### src/rtl/matrix_uart_printer.sv
// Purpose : latches a 4x4 matrix on start and streams it as uppercase-hex ASCII text into a byte UART.
// Latency : first transmit is 2 cycles after an accepted start; then 3 cycles per byte plus the UART busy time.
// Backpress: every byte waits for is_transmitting low, then waits for it to rise and fall again.
//
// Ports:
//   clk, reset (async, active-low)
//   start           - 1-cycle request, sampled only while idle
//   mat_i           - 16 elements, element [r][c] at bits [(4*r+c)*DATA_W +: DATA_W]
//   is_transmitting - UART busy flag
//   transmit        - 1-cycle pulse; tx_byte is valid in the same cycle
//   tx_byte         - current ASCII character
//   busy            - high from an accepted start until done
//   done            - 1-cycle pulse after the last byte has left the UART
module matrix_uart_printer #(
    parameter int DATA_W = 32,
    parameter int DIGITS = 4
) (
    input  logic                  clk,
    input  logic                  reset,
    input  logic                  start,
    input  logic [16*DATA_W-1:0]  mat_i,
    input  logic                  is_transmitting,
    output logic                  transmit,
    output logic [7:0]            tx_byte,
    output logic                  busy,
    output logic                  done
);
    localparam int ELEM_W  = DIGITS * 4;
    localparam int HDR_LEN = 16;
    localparam int ROW_LEN = 12 + 4 * DIGITS;
    localparam int MSG_LEN = HDR_LEN + 4 * ROW_LEN + 2;

    localparam logic [2:0] S_IDLE  = 3'd0;
    localparam logic [2:0] S_FETCH = 3'd1;
    localparam logic [2:0] S_READY = 3'd2;
    localparam logic [2:0] S_ACK   = 3'd3;
    localparam logic [2:0] S_DRAIN = 3'd4;
    localparam logic [2:0] S_FIN   = 3'd5;

    logic [2:0]        r_state;
    logic [7:0]        r_idx;   // byte index within the whole message
    logic [5:0]        r_off;   // position within the current matrix row line
    logic [1:0]        r_row;
    logic [1:0]        r_col;
    logic [3:0]        r_dig;   // 0..DIGITS-1 hex digits, then two separator slots
    logic [7:0]        r_tx_byte;
    logic              r_busy;
    logic [ELEM_W-1:0] r_mat [16];

    logic [ELEM_W-1:0] w_elem;
    logic [ELEM_W-1:0] w_shifted;
    logic [5:0]        w_shamt;
    logic [3:0]        w_nib;
    logic [7:0]        w_hex;
    logic [7:0]        w_char;
    logic              w_unused_mat;

    // Bits above the printed width are intentionally discarded.
    assign w_unused_mat = ^mat_i;

    function automatic logic [7:0] hdr_char(input logic [3:0] i);
        case (i)
            4'd0:    return 8'h54; // T
            4'd1:    return 8'h68; // h
            4'd2:    return 8'h65; // e
            4'd3:    return 8'h20;
            4'd4:    return 8'h72; // r
            4'd5:    return 8'h65; // e
            4'd6:    return 8'h73; // s
            4'd7:    return 8'h75; // u
            4'd8:    return 8'h6C; // l
            4'd9:    return 8'h74; // t
            4'd10:   return 8'h20;
            4'd11:   return 8'h69; // i
            4'd12:   return 8'h73; // s
            4'd13:   return 8'h3A; // :
            4'd14:   return 8'h0D;
            default: return 8'h0A;
        endcase
    endfunction

    // Character generator: header by index, trailer by index, row text from the row counters.
    always_comb begin
        w_elem    = r_mat[{r_row, r_col}];
        // Digit 0 is the most significant nibble; garbage shift for separator slots is never used.
        w_shamt   = 6'(4 * (DIGITS - 1)) - {r_dig, 2'b00};
        w_shifted = w_elem >> w_shamt;
        w_nib     = w_shifted[3:0];
        w_hex     = (w_nib < 4'd10) ? (8'h30 + {4'h0, w_nib}) : (8'h37 + {4'h0, w_nib});
        w_char    = 8'h00;
        if (r_idx < 8'(HDR_LEN))               w_char = hdr_char(r_idx[3:0]);
        else if (r_idx == 8'(MSG_LEN - 2))     w_char = 8'h0D;
        else if (r_idx == 8'(MSG_LEN - 1))     w_char = 8'h0A;
        else if (r_off == 6'd0)                w_char = 8'h5B; // [
        else if (r_off == 6'd1)                w_char = 8'h20;
        else if (r_off == 6'(ROW_LEN - 2))     w_char = 8'h0D;
        else if (r_off == 6'(ROW_LEN - 1))     w_char = 8'h0A;
        else if (r_dig < 4'(DIGITS))           w_char = w_hex;
        else if (r_dig == 4'(DIGITS))          w_char = (r_col == 2'd3) ? 8'h20 : 8'h2C;
        else                                   w_char = (r_col == 2'd3) ? 8'h5D : 8'h20;
    end

    always_ff @(posedge clk or negedge reset) begin
        if (!reset) begin
            r_state   <= S_IDLE;
            r_idx     <= '0;
            r_off     <= '0;
            r_row     <= '0;
            r_col     <= '0;
            r_dig     <= '0;
            r_tx_byte <= 8'h00;
            r_busy    <= 1'b0;
            for (int i = 0; i < 16; i++) r_mat[i] <= '0;
        end else begin
            case (r_state)
                S_IDLE: begin
                    if (start) begin
                        for (int i = 0; i < 16; i++) r_mat[i] <= mat_i[i*DATA_W +: ELEM_W];
                        r_busy  <= 1'b1;
                        r_idx   <= '0;
                        r_off   <= '0;
                        r_row   <= '0;
                        r_col   <= '0;
                        r_dig   <= '0;
                        r_state <= S_FETCH;
                    end
                end
                S_FETCH: begin
                    r_tx_byte <= w_char;
                    r_state   <= S_READY;
                end
                S_READY: begin
                    if (!is_transmitting) r_state <= S_ACK;
                end
                S_ACK: begin
                    if (is_transmitting) r_state <= S_DRAIN;
                end
                S_DRAIN: begin
                    if (!is_transmitting) begin
                        if (r_idx == 8'(MSG_LEN - 1)) begin
                            r_state <= S_FIN;
                        end else begin
                            r_idx   <= r_idx + 8'd1;
                            r_state <= S_FETCH;
                            // Row counters only move once past the header line.
                            if (r_idx >= 8'(HDR_LEN)) begin
                                if (r_off == 6'(ROW_LEN - 1)) begin
                                    r_off <= '0;
                                    r_row <= r_row + 2'd1;
                                    r_col <= '0;
                                    r_dig <= '0;
                                end else begin
                                    r_off <= r_off + 6'd1;
                                    if (r_off >= 6'd2) begin
                                        if (r_dig == 4'(DIGITS + 1)) begin
                                            r_dig <= '0;
                                            r_col <= r_col + 2'd1;
                                        end else begin
                                            r_dig <= r_dig + 4'd1;
                                        end
                                    end
                                end
                            end
                        end
                    end
                end
                S_FIN: begin
                    r_busy  <= 1'b0;
                    r_state <= S_IDLE;
                end
                default: r_state <= S_IDLE;
            endcase
        end
    end

    assign transmit = (r_state == S_READY) && !is_transmitting;
    assign tx_byte  = r_tx_byte;
    assign busy     = r_busy;
    assign done     = (r_state == S_FIN);
endmodule

### config.mk
export PLATFORM = sky130hd
export DESIGN_NAME = matrix_uart_printer
export DESIGN_NICKNAME = d
export VERILOG_FILES = /design/src/rtl/matrix_uart_printer.sv
export SDC_FILE = /design/constraint.sdc
export NUM_CORES = 1
export LEC_CHECK = 0
export ABC_AREA = 1
export CELL_PAD_IN_SITES_DETAIL_PLACEMENT = 0
export CELL_PAD_IN_SITES_GLOBAL_PLACEMENT = 1
export CORE_MARGIN = 5
export CORE_UTILIZATION = 29
export DETAILED_ROUTE_END_ITERATION = 8
export PLACE_DENSITY_LB_ADDON = 0.15
export SYNTH_ARGS = -nofsm -noshare
export SYNTH_HDL_FRONTEND = slang
export SYNTH_SLANG_ARGS = --single-unit
### constraint.sdc
create_clock -name clk -period 2.1 [get_ports clk]
set_input_delay 0.63 -clock clk [delete_from_list [all_inputs] [get_ports clk]]
set_output_delay 0.63 -clock clk [all_outputs]
set_load 0.01 [all_outputs]
[Word level (Yosys, flattened, before mapping)]
Memories as Yosys holds them, arrays and structs flattened.
Index checks and enable logic that the tools add are counted.
Word-level totals
  register bits: 290
  ROM bits: 112
  output and inout bits: 11
  logic and storage cells: 131
  memories: 1
Operators by class
  add/subtract/negate cells: 8
  magnitude comparators: 6
  eq/ne operators: 22
  shift-type cells: 1
  muxes and demuxes: 54
  bitwise logic cells: 1
  reductions and logical operators: 14
Memories
  (name not given): words 16, bits a word 7, rd ports 1, clocked after Yosys merged registers in 0, wr ports 0, line 62  | case (i)
Operators with widths (number)
  two-way mux 7 bit: 10
  binary-select mux 16 bit (select 4 bit): 1
  two-way mux 16 bit: 2
  two-way mux 4 bit: 8
  two-way mux 8 bit: 4
  two-way mux 6 bit: 5
  two-way mux 2 bit: 11
  equality test 8 bit (second input constant): 2
  one-hot mux 8 bit (2 select lines): 1
  right shift 16 x 6 -> 4 bit: 1
  two-way mux 3 bit: 5
  one-hot mux 3 bit (5 select lines): 1
  adder 6 x 4 -> 7 bit (first input constant): 2
  inequality test 2 bit (second input constant): 7
  equality test 6 x 5 -> 1 bit (second input constant): 2
  one-hot mux 6 bit (2 select lines): 1
  AND reduction 6 bit: 2
  adder 8 x 1 -> 8 bit (second input constant): 1
  equality test 4 x 3 -> 1 bit (second input constant): 2
  greater-or-equal comparator 8 x 5 -> 1 bit (second input constant): 1
  < comparator 8 x 5 -> 1 bit (second input constant): 1
  one-hot mux 2 bit (2 select lines): 2
  one-hot mux 4 bit (2 select lines): 1
  AND reduction 4 bit: 2
  other kinds (25): 31

[Longest topological paths before layout]
  word-level depth: 15
  gate-level depth with buffers: 25
  depth with buffers taken out: 23

[Least setup slack after synthesis]
Ideal clock, no wire load.
  path type: reg2reg
  from: register r_col[0]
  to: register r_tx_byte[1] (netlist: tx_byte[1])
  data arrival time: 2239 ps
  setup slack: -205 ps
  cell stages (with the launch flop): 21
  buffers on the path: 4
  clock period less this slack: 2305 ps
  cell sequence: dfrtp_1 -> buf_6 -> buf_6 -> buf_6 -> buf_6 -> a21oi_1 -> o21ai_0 -> nand3_1 -> nand3_1 -> nand3_1 -> nand3_1 -> nand2_1 -> nand2_2 -> ha_1 -> nor3_1 -> o21ai_1 -> nand2_1 -> nand2_1 -> nand2_1 -> nand2_1 -> nand2_1
Between the ends
  word-level cells in the longest chain between the ends: 15
Ends and longest elaborated chain
  from (decl): line 44  | logic [1:0] r_col;
  from (signal assigned): line 157  | r_col <= r_col + 2'd1;
  NOT 4 -> 5 bit (not written as such) (*): line 84  | w_elem = r_mat[{r_row, r_col}];
  binary-select mux 16 bit (select 4 bit) (*): line 84
  two-way mux 16 bit (not written as such) (*) (2 in series): line 84
  right shift 16 x 6 -> 4 bit (*): line 87  | w_shifted = w_elem >> w_shamt;
  adder 6 x 4 -> 7 bit or < comparator 4 bit (tied branches): line 89  | w_hex = (w_nib < 4'd10) ? (8'h30 + {4'h0, w_nib}) : (8'h37 + {4'h0, w_nib});
  two-way mux 7 bit (*): line 89
  two-way mux 7 bit (*): line 98  | else if (r_dig < 4'(DIGITS)) w_char = w_hex;
  two-way mux 7 bit (*): line 97  | else if (r_off == 6'(ROW_LEN - 1)) w_char = 8'h0A;
  two-way mux 7 bit (*): line 96  | else if (r_off == 6'(ROW_LEN - 2)) w_char = 8'h0D;
  two-way mux 7 bit (*): line 95  | else if (r_off == 6'd1) w_char = 8'h20;
  two-way mux 7 bit (*): line 94  | else if (r_off == 6'd0) w_char = 8'h5B;
  two-way mux 7 bit (*): line 93  | else if (r_idx == 8'(MSG_LEN - 1)) w_char = 8'h0A;
  two-way mux 7 bit (*): line 92  | else if (r_idx == 8'(MSG_LEN - 2)) w_char = 8'h0D;
  two-way mux 8 bit (*): line 91  | if (r_idx < 8'(HDR_LEN)) w_char = hdr_char(r_idx[3:0]);
  to (signal assigned): line 129  | r_tx_byte <= w_char;
  to (decl): line 46  | logic [7:0] r_tx_byte;
Every way passes the cells marked *; elsewhere a longest branch is shown, timed or not. The select of a mux whose other input is x is not followed.
A chain may end at the register's enable or synchronous reset.

[Worst setup path in the final report]
Same ends and word-level chain as after synthesis.

==> run metrics <==
Worst Path Class, Setup=reg2reg; Max Clock Skew=between 15 and 20 ps; clock latency on the worst-skew pair=550 ps; die width=234 microns; xor/xnor share of the synthesized area=0%; Via Count=13.9k; vias in the first global route=around 14k; P&R area growth vs syn=47.3%; routed len/inst=16.9 microns; CP required=2530 ps; Syn Area/Cell=~7.5 sq um; Synth area leader=dfrtp_1; CTS root buffer=clkbuf_16; ANT nets after route=0; pin count of the biggest net entering global routing=59; element type at the critical path end=register; final net count=2886; most used cell, CP=nand2_1; largest family of logic cells by synthesized area=simple AND/OR/NAND/NOR gates; met2 wire len=22.7 mm; fill count=between 5k and 6k; P_sw=between 10 and 15 mW; Worst VDD drop=around 0.54 mV; initial core utilization=slightly below 30%; Lkg Pwr=10.2 nW; mux share of post-synthesis cell area=0%; Clock power frac=a little over a fifth; CP Max Fanout=16; Final setup viols=8; Core Box Area=between 40000 and 50000 sq um; # DRC=0; Iteration-0 DRC Markers=740; CP Cell Sequence=buf_8 > buf_12 > nand2_1 > nand3_1 > nand2_1 > nand2_1 > nand2_2 > inv_1 > nand2_1 > nand2_1 > nand2_1 > o21ai_2 > buf_6 > ha_4 > nor3_2 > o21ai_1 > nand2_1 > nand2_2 > nand2_2 > nand2_2 > nand2_1; first-pass GRT wire length=78.9 mm; CP max-delay cell=dfrtp_4; setup tns final=-3710 ps; initial antenna violation count=6; delay-heaviest family, CP=simple AND/OR/NAND/NOR gates; RSZ-0062 raised after global routing=true; #FFs+latches synth=around 290; Num CTS Buffers=37; critical path arrival=about 3000 ps; Comb power frac=roughly 50%; Die Ht=approximately 230 microns; Worst Hold Slack=between 15 and 20 ps; post-DR vias/cell=around 4.5; Core Rows=between 80 and 90; worst setup margin=-555 ps; sequential share of power=29.6%; clock-pin slew on the worst setup and hold paths=~50 ps; Yosys top cell area share=49.6%; slowest stage delay, CP=between 500 and 600 ps; max layer used=met5; final max-slew violation count=0; Max Cap Viol=0; Buffers on Ports=269; failing checks=setup timing; Synth Area in Adders=~1.4%; total grt overflow=0; Longest Clk Path Bufs=3; H-tree depth=2; P_int=18.7 mW; dpl hpwl=approximately 38 mm; post-synthesis sequential area ratio=between 40% and 50%; CTS sink cnt=289; Total Routing Usage GR=a little under a fifth; final worst path period need=about 2700 ps; synthesized net count=about 2.5k; max frequency=377 MHz; WL met3=about 2.7 mm; Buf+Inv Stages, Crit Path=4; met1 WL=roughly 25 mm; switch share=about two fifths; top post-synthesis cells by area=dfrtp_1, nand2_1, o21ai_0; first-pass iteration count of the detailed router=5; Post-Syn Area=about 15000 sq um; Final Hold Vio Count=0; simple-gate share of the synthesized area=between 20 and 30%; pwr/cell area=about 1400 nW/um^2; GPL Wtd Cong=approximately 0.84; yosys warns=0; Ports=approximately 530; period utilization=126%; Synth Area in Compound Gates=between 10% and 20%; status=finished, violations left; type of the worst min-delay path=in2async; worst r2r src=r_col[0]; critical path startpoint category=register; die area=54900 sq um; fraction of layout cells with a size suffix above 1=roughly 16%; PnR Total Power=30.6 mW; crit path from=r_col[0]; CTS tree=yes; WL final=~52 mm; number of unique standard cell types used by synthesis=34; Syn Inst Count=1954
sequential cells by signal, summed over array words and instances (netlist names):
name,count
r_row,2
r_dig,4
r_idx,8
r_col,2
r_mat,256
r_state,3
busy,1
tx_byte,7
r_off,6
layout make-up:
class                      instances  area (sq um)  area share (%)
timing repair buffer             471          4930            23.0
clock inverter                     7           114           0.530
multi-input combinational       1298          6220            29.0
tap                              672           841            3.92
sequential                       289          7240            33.7
inverter                         257           980            4.56
antenna                            3          7.51          0.0350
clock buffer                      56          1130            5.26
through the flow:
stage / setup WS, ps / instances / area (sq um) / util [%]
3_3_place_gp: -658 / 2974 / 19500 / 39.1
2_1_floorplan: -138 / 1954 / 14600 / -
4_1_cts: -540 / 3043 / 21100 / 42.2
3_5_place_dp: -662 / 2974 / 19500 / 39.1
5_1_grt: -715 / 3051 / 21500 / 43.0
6_report: -555 / 3053 / 21500 / 43.0
metal layers:
metal  vias to the layer above  track usage, %
li1                       6950               -
met1                      6540            26.6
met2                       291            28.4
met3                        66            3.08
met4                         4            5.07
met5                         -               0
path summary, 6_finish.rpt:
kind,end,slack (ps),cells after the start
worst max-delay path,tx_byte[1],-560,21
worst min-delay path,r_mat[89],20,1
worst max register to register,tx_byte[1],-560,21
worst min register to register,r_idx[6],460,1
max in group asynchronous,r_mat[48],1390,2
min in group clk,r_idx[6],460,1
cells by family (layout without fill, tap and decap cells):
kind of cell | Yosys count | count (layout)
compound gates | 356 | 356
fa+ha+maj | 16 | 16
buf+inv | 367 | 791
flops | 289 | 289
other cells | 1 | 4
simple gates | 925 | 925
placed cells by master (no fill, tap or decap), types with 5 or more instances in the layout:
cell and n:
o21ai_0 221, buf_12 41, nand3_2 18, buf_4 139, nand2_4 5, ha_1 14, nand2_1 689, dlygate4sd2_1 7
clkdlybuf4s50_1 258, o21ai_1 25, buf_6 11, inv_2 9, a21oi_2 13, inv_1 245, a21oi_1 37, clkbuf_8 9
clkbuf_16 44, nand2_2 32, clkbuf_1 8, nand3_1 114, nor3_1 9, o211ai_1 37, nor2_2 5, dfrtp_1 287
nor2_1 42
Yosys cell counts (all sizes together):
library cell / instances
nand2: 726
dfrtp: 289
inv: 257
o21ai: 250
nand3: 133
clkbuf: 63
a21oi: 54
nor2: 49
buf: 47
o211ai: 38
ha: 16
nor3: 15
o22ai: 4
o21a: 3
a31oi: 2
o31ai: 2
a2bb2oi: 1
a31o: 1
conb: 1
nand4: 1
nor4: 1
o22a: 1
power groups by stage:
stage | clock [mW] | sequential, mW | combinational [mW]
2_1_floorplan | 0 | 8.90 | 7.91
3_3_place_gp | 0 | 9.08 | 13.7
3_5_place_dp | 0 | 9.12 | 13.8
4_1_cts | 6.73 | 9.06 | 14.5
5_1_grt | 6.92 | 9.34 | 16.9
6_report | 6.56 | 9.08 | 15.0
worst register-to-register path, delay by kind of cell, from the launching register on:
kind,cells,cell delay [ps]
buffers and inverters,4,500
DFF,1,550
adders and majority gates,1,260
AOI/OAI and AO/OA,2,200
and+or+nand+nor,14,1030
timing repair:
action | 4_1_cts | 5_1_grt
cloned | 3 | 6
hold buffers | 0 | 0
pin swaps | 34 | 53
resized for setup | 74 | 77
setup buffers | 3 | 2
endpoints found under the setup margin | 24 | 24
Note: power is estimated with default switching activity, not from simulation.
